--- src/rtl/complete_arbiter_pkg.sv ---
// Shared pipeline definitions for the completion arbiter: requester
// indices, default widths and the recovery FSM state encoding.
package complete_arbiter_pkg;

  localparam int NUM_REQ = 3;   // execution-unit requesters
  localparam int ROB_W   = 4;   // ROB index width (16 entries)
  localparam int ID_W    = 2;   // width of a requester index

  localparam int REQ_ALU = 0;
  localparam int REQ_MUL = 1;
  localparam int REQ_LD  = 2;

  // NORMAL: granting by age. CF_WAIT: mispredict completed, waiting for
  // the ROB to start rolling back. RECOVER: rollback in progress.
  typedef enum logic [1:0] {
    NORMAL  = 2'd0,
    CF_WAIT = 2'd1,
    RECOVER = 2'd2
  } arb_state_t;

endpackage

--- src/rtl/complete_arbiter_age_select.sv ---
// Combinational minimum-age selector: returns the index of the valid entry
// with the smallest age, lowest index winning ties, plus a found flag.
module age_select #(
  parameter int N    = 3,
  parameter int W    = 4,
  parameter int ID_W = 2
) (
  input  logic [N-1:0]   valid,
  input  logic [N*W-1:0] age,
  output logic [ID_W-1:0] idx,
  output logic            found
);

  logic [W-1:0] best_age;

  // Linear scan; strict less-than keeps the lower index on equal ages.
  always_comb begin
    idx      = '0;
    found    = 1'b0;
    best_age = '0;
    for (int i = 0; i < N; i++) begin
      if (valid[i] && (!found || (age[i*W +: W] < best_age))) begin
        found    = 1'b1;
        best_age = age[i*W +: W];
        idx      = ID_W'(i);
      end
    end
  end

endmodule

--- src/rtl/complete_arbiter.sv ---
// Completion arbiter: one holding slot per execution unit, oldest-first
// grant to the ROB complete port, and flush of younger work while a
// mispredicted branch/jump is being recovered.
//
// Handshake: requester i transfers on a rising edge where
// req_valid[i] && req_ready[i]; req_ready[i] is high exactly when slot i
// is empty. A transfer during recovery that is younger than the branch is
// accepted and dropped.
module complete_arbiter #(
  parameter int NUM_REQ = complete_arbiter_pkg::NUM_REQ,
  parameter int ROB_W   = complete_arbiter_pkg::ROB_W
) (
  input  logic                     clk,
  input  logic                     rst,
  input  logic [NUM_REQ-1:0]       req_valid,
  output logic [NUM_REQ-1:0]       req_ready,
  input  logic [NUM_REQ*ROB_W-1:0] req_rob,
  input  logic [NUM_REQ-1:0]       req_cf,
  input  logic [NUM_REQ*32-1:0]    req_addr,
  input  logic [ROB_W-1:0]         rob_head,
  input  logic                     recover,
  input  logic                     changeFlow_out,
  output logic                     complete,
  output logic [ROB_W-1:0]         rob_number,
  output logic                     changeFlow,
  output logic [31:0]              jb_addr,
  output logic [1:0]               grant_id,
  output logic                     rec_busy
);

  import complete_arbiter_pkg::*;

  arb_state_t state, state_next;

  logic [NUM_REQ-1:0]       slot_valid;
  logic [NUM_REQ-1:0]       slot_cf;
  logic [ROB_W-1:0]         slot_rob  [NUM_REQ];
  logic [31:0]              slot_addr [NUM_REQ];
  logic [ROB_W-1:0]         slot_age  [NUM_REQ];
  logic [ROB_W-1:0]         in_age    [NUM_REQ];
  logic [NUM_REQ*ROB_W-1:0] age_flat;

  logic [ID_W-1:0]  sel_idx;
  logic             sel_found;
  logic [ROB_W-1:0] sel_age;
  logic [ROB_W-1:0] branch_age;
  logic [ROB_W-1:0] flush_age;
  logic             grant;
  logic             grant_cf;
  logic             flush_active;

  // Last granted values, shown on the outputs while nothing is granted.
  logic [ROB_W-1:0] hold_rob;
  logic [31:0]      hold_addr;
  logic [ID_W-1:0]  hold_id;

  // Ages relative to the ROB head; modular subtraction handles wrap.
  always_comb begin
    age_flat = '0;
    for (int i = 0; i < NUM_REQ; i++) begin
      slot_age[i] = slot_rob[i] - rob_head;
      in_age[i]   = req_rob[i*ROB_W +: ROB_W] - rob_head;
      age_flat[i*ROB_W +: ROB_W] = slot_age[i];
    end
  end

  age_select #(
    .N    (NUM_REQ),
    .W    (ROB_W),
    .ID_W (ID_W)
  ) u_age_select (
    .valid (slot_valid),
    .age   (age_flat),
    .idx   (sel_idx),
    .found (sel_found)
  );

  // Grant and flush qualification. The flush threshold is the new branch
  // age on the cf grant edge, then the latched branch age until NORMAL.
  always_comb begin
    grant        = (state == NORMAL) && sel_found;
    grant_cf     = grant && slot_cf[sel_idx];
    sel_age      = slot_age[sel_idx];
    flush_active = (state != NORMAL) || grant_cf;
    flush_age    = grant_cf ? sel_age : branch_age;
  end

  assign req_ready = ~slot_valid;

  // Holding slots: clear on grant or flush, capture when empty.
  always_ff @(posedge clk or posedge rst) begin
    if (rst) begin
      slot_valid <= '0;
      slot_cf    <= '0;
      for (int i = 0; i < NUM_REQ; i++) begin
        slot_rob[i]  <= '0;
        slot_addr[i] <= '0;
      end
    end else begin
      for (int i = 0; i < NUM_REQ; i++) begin
        if (slot_valid[i]) begin
          if ((grant && (sel_idx == ID_W'(i))) ||
              (flush_active && (slot_age[i] > flush_age))) begin
            slot_valid[i] <= 1'b0;
          end
        end else if (req_valid[i]) begin
          slot_valid[i] <= !(flush_active && (in_age[i] > flush_age));
          slot_rob[i]   <= req_rob[i*ROB_W +: ROB_W];
          slot_cf[i]    <= req_cf[i];
          slot_addr[i]  <= req_addr[i*32 +: 32];
        end
      end
    end
  end

  // FSM state register.
  always_ff @(posedge clk or posedge rst) begin
    if (rst) state <= NORMAL;
    else     state <= state_next;
  end

  // FSM next-state logic.
  always_comb begin
    state_next = state;
    case (state)
      NORMAL:  if (grant_cf)       state_next = CF_WAIT;
      CF_WAIT: if (recover)        state_next = RECOVER;
      RECOVER: if (changeFlow_out) state_next = NORMAL;
      default:                     state_next = NORMAL;
    endcase
  end

  // Branch age and last-grant registers.
  always_ff @(posedge clk or posedge rst) begin
    if (rst) begin
      branch_age <= '0;
      hold_rob   <= '0;
      hold_addr  <= '0;
      hold_id    <= '0;
    end else begin
      if (grant_cf) branch_age <= sel_age;
      if (grant) begin
        hold_rob  <= slot_rob[sel_idx];
        hold_addr <= slot_addr[sel_idx];
        hold_id   <= sel_idx;
      end
    end
  end

  // FSM outputs: all driven from slot registers, state and held values.
  always_comb begin
    complete   = grant;
    changeFlow = grant_cf;
    rob_number = hold_rob;
    jb_addr    = hold_addr;
    grant_id   = hold_id;
    if (grant) begin
      rob_number = slot_rob[sel_idx];
      jb_addr    = slot_addr[sel_idx];
      grant_id   = sel_idx;
    end
    rec_busy = (state != NORMAL);
  end

endmodule

--- config.mk ---
export PLATFORM = sky130hd
export DESIGN_NAME = complete_arbiter
export DESIGN_NICKNAME = d
export VERILOG_FILES = /design/src/rtl/complete_arbiter_pkg.sv /design/src/rtl/complete_arbiter_age_select.sv /design/src/rtl/complete_arbiter.sv
export SDC_FILE = /design/constraint.sdc
export NUM_CORES = 1
export LEC_CHECK = 0
export CORE_ASPECT_RATIO = 0.75
export CORE_MARGIN = 5
export CORE_UTILIZATION = 50
export CTS_CLUSTER_SIZE = 10
export DETAILED_ROUTE_END_ITERATION = 8
export HOLD_SLACK_MARGIN = 0.06
export PLACE_DENSITY = 0.77
export SLEW_MARGIN = 25
export SYNTH_ARGS = -nofsm -noshare
export SYNTH_HDL_FRONTEND = slang
export SYNTH_SLANG_ARGS = --single-unit
--- constraint.sdc ---
create_clock -name clk -period 16.5 [get_ports clk]
set_input_delay 2.475 -clock clk [delete_from_list [all_inputs] [get_ports clk]]
set_output_delay 2.475 -clock clk [all_outputs]
set_load 0.02 [all_outputs]
==> flow_summary.json <==
{
  "fmax_mhz": 88.1,
  "grt_pass1_vias": 6781,
  "asyncSetResetFlopFracSynth": 1.00,
  "firstDrtPassIters": 5,
  "root_buffer": "sky130_fd_sc_hd__clkbuf_16",
  "postSynthRegisterBits": 158,
  "worst-slew-pin-transition_ps": 942,
  "place.port_buffers": 165,
  "diodes": 0,
  "syn-num-nets": 917,
  "design.die.area_um2": 19300,
  "chipHeight_um": 122,
  "final.fill_count": 1236,
  "endpoint_kind": "output port",
  "critical_path.reg2reg.endpoint": "slot_valid[0]",
  "post_cts.resized_instances": 0,
  "grt_first_pass_wirelength_um": 37400,
  "timing_max_transition_violations_final": 0,
  "antenna_violating_nets_post_route": 0,
  "number_of_flops_mapped_to_enable_cells_by_yosys": 0,
  "reg2reg_start": "slot_rob[8]",
  "drive_gt1_frac": 0.183,
  "met3_usage": 0.0964,
  "insertion_delay_to_the_later_sink_of_the_worst_skew_pair_ps": 420,
  "r2r.worst_path.cells": 22,
  "grt_max_degree": 82,
  "synth_area_um2": 8310,
  "crit_start": "rob_head[1]",
  "crit_required_ps": 14030,
  "series_of_cell_instances_along_the_critical_path": "clkdlybuf4s50_1 > inv_1 > ha_1 > a21o_1 > a21oi_1 > xnor2_1 > nand2_1 > ha_1 > o211ai_1 > o211ai_4 > and2_4 > a31oi_1 > ha_1 > nand3_1 > a311o_1 > o21ba_2 > nor3_2 > buf_4 > a221o_1 > clkdlybuf4s50_1",
  "cts_hold_buf": 0,
  "period_minus_slack_ps": 11350,
  "clock_tree.buffer_depth": 2,
  "floorplan.core_area_um2": 16200,
  "overflow": 0,
  "detailed_place_hpwl_um": 16500,
  "setup_repair_after_global_routing_missed_its_margin": "no",
  "layout_stage_area_growth_over_the_synthesis_result_pct": 29.7,
  "clock_tree_from_tritoncts": "done",
  "hold_viol_final": 0,
  "slowest_delay_ps": 620,
  "vias": 6568,
  "totalWireLength_um": 23500,
  "worst-path-max-fanout": 34,
  "numClockSinks": 158,
  "clkTransAtPathRegs_ps": 60,
  "placement_rows": 40,
  "clock_skew_ps": 11.8,
  "antenna_violations_before_repair": 1,
  "grt_use_met1": 0.344,
  "min_path_type": "register to register",
  "fin_setup_tns_ps": 0,
  "groute.usage.overall": 0.243,
  "cell_with_the_biggest_individual_delay_on_the_critical_path": "sky130_fd_sc_hd__clkdlybuf4s50_1",
  "initialDrtViolationCount": 641,
  "cts.repair_timing.setup_buffer_count": 0,
  "status": "finished clean",
  "synth-seq-area-share": 0.476,
  "drcViolationCount": 0,
  "timing.final.setup_violations": 0,
  "top_level_ports": 166,
  "yosys_warnings": 0,
  "top_usage_layer": "met2",
  "dominantRegCellSynth": "sky130_fd_sc_hd__dfrtp_1",
  "final_nets": 1067,
  "mostFrequentLayoutCell": "sky130_fd_sc_hd__clkdlybuf4s50_1",
  "wl_per_cell_um": 20.7,
  "cap_violations": 0,
  "setup.worst_path.end": "jb_addr[9]",
  "post_dr_vias_cell": 5.81,
  "critical_path.most_common_cell": "sky130_fd_sc_hd__ha_1",
  "startpoint_type_of_the_worst_setup_path": "input port",
  "initial_utilization": 0.514,
  "synthesized_area_per_cell_um2": 11.0,
  "cts_htree_levels": 4,
  "min_period_over_period": 0.688,
  "gr-usage-met2": 0.353,
  "synth_cell_types": 66,
  "worst_slew_margin_rel": 0.372,
  "r2r_slack_ps": 9570,
  "post_synth_inst_count": 758,
  "critical_path_arrival_ps": 8870,
  "worstSetupPathType": "input port to output port",
  "gp_congestion": 0.945,
  "cts_made_buffers": 17,
  "layout_common_cells": "165 x sky130_fd_sc_hd__clkdlybuf4s50_1, 158 x sky130_fd_sc_hd__dfrtp_1, 105 x sky130_fd_sc_hd__mux2_2",
  "floorplan.die.width_um": 159
}
==> cells in the mapped netlist, types with 2 or more instances <==
cell,count,area share
sky130_fd_sc_hd__a21o_1,9,0.0081
sky130_fd_sc_hd__nor2_1,13,0.0059
sky130_fd_sc_hd__nand2b_1,4,0.0030
sky130_fd_sc_hd__o31a_1,2,0.0021
sky130_fd_sc_hd__a211oi_1,4,0.0036
sky130_fd_sc_hd__xor2_1,6,0.0063
sky130_fd_sc_hd__fa_1,6,0.014
sky130_fd_sc_hd__a21oi_1,65,0.039
sky130_fd_sc_hd__a221o_1,25,0.030
sky130_fd_sc_hd__dfrtp_1,158,0.48
sky130_fd_sc_hd__buf_2,4,0.0024
sky130_fd_sc_hd__inv_2,4,0.0018
sky130_fd_sc_hd__a31oi_1,7,0.0053
sky130_fd_sc_hd__mux2_2,105,0.14
sky130_fd_sc_hd__nand2_1,88,0.040
sky130_fd_sc_hd__o41ai_1,2,0.0021
sky130_fd_sc_hd__buf_6,3,0.0041
sky130_fd_sc_hd__nand3_1,29,0.017
sky130_fd_sc_hd__xnor2_1,27,0.028
sky130_fd_sc_hd__mux2i_1,3,0.0036
sky130_fd_sc_hd__inv_1,34,0.015
sky130_fd_sc_hd__ha_1,31,0.047
sky130_fd_sc_hd__o21a_1,4,0.0036
sky130_fd_sc_hd__clkbuf_1,35,0.016
sky130_fd_sc_hd__a21oi_2,2,0.0021
sky130_fd_sc_hd__o211ai_1,7,0.0063
sky130_fd_sc_hd__o21ai_0,31,0.019
sky130_fd_sc_hd__and3_1,3,0.0023
sky130_fd_sc_hd__nor3_1,4,0.0024
sky130_fd_sc_hd__buf_4,2,0.0018
sky130_fd_sc_hd__nor2b_1,5,0.0038
sky130_fd_sc_hd__a41o_1,2,0.0024
==> critical path: cells and delay by family <==
kind | cells | cell delay [ps]
AO/OA/AOI/OAI | 8 | 1970
buffers and inverters | 4 | 1900
AND/OR/NAND/NOR | 4 | 1250
adder cells (fa/ha/maj) | 3 | 1030
XOR/XNOR | 1 | 220
==> state kept, by name, summed over array words and instances, names as in the netlist <==
name and cells:
hold_rob 4, slot_addr 96, state 2, slot_rob 12
slot_valid 3, hold_addr 32, branch_age 4, slot_cf 3
hold_id 2
==> kinds of logic (layout without fill, tap and decap cells) <==
kind of cell / count (synthesis) / in the layout / synth area share
simple gates: 153 / 153 / 0.0827
flops: 158 / 158 / 0.476
xor+xnor: 33 / 33 / 0.0348
fa+ha+maj: 37 / 37 / 0.0611
buf+inv: 82 / 245 / 0.0413
mux: 110 / 110 / 0.149
compound gates: 185 / 185 / 0.155
==> stage by stage <==
step	area (um2)	hold WS (ps)	instances	setup slack (ps)	utilization
finish	10800	481	1131	5150	0.667
global route	10800	515	1131	4740	0.667
CTS	10800	480	1131	5240	0.666
detailed placement	10100	466	1099	5250	0.627
global placement	10100	457	1099	5360	0.627
floorplan	8310	466	758	6780	-
==> per-layer routing <==
| layer | part of all wire | routed length, um |
|---|---|---|
| met1 | 0.45 | 10600 |
| met2 | 0.43 | 9970 |
| met3 | 0.11 | 2580 |
| met4 | 0.012 | 276 |
| met5 | 0.00047 | 11 |
==> final cells by class <==
class                   count  area [um2]  share of cell area
multi-input cells         518        4040               0.375
clock inverters            13         199              0.0185
repair buffers            175        1730               0.161
inverters                  38         148              0.0137
clock buffers              19         443              0.0411
well taps                 210         263              0.0244
flip-flops and latches    158        3950               0.367
==> worst min path at each step <==
stage	startpoint	end	cells past startpoint
2_1_floorplan	state[0]	state[1]	1
3_3_place_gp	hold_id[0]	hold_id[0]	1
3_5_place_dp	hold_id[0]	hold_id[0]	1
4_1_cts	hold_id[0]	hold_id[0]	1
5_1_grt	hold_id[0]	hold_id[0]	1
6_report	hold_id[0]	hold_id[0]	1
Power is not shown: default switching activity piles up to over one toggle a cycle in this logic, so the estimate is an artifact.
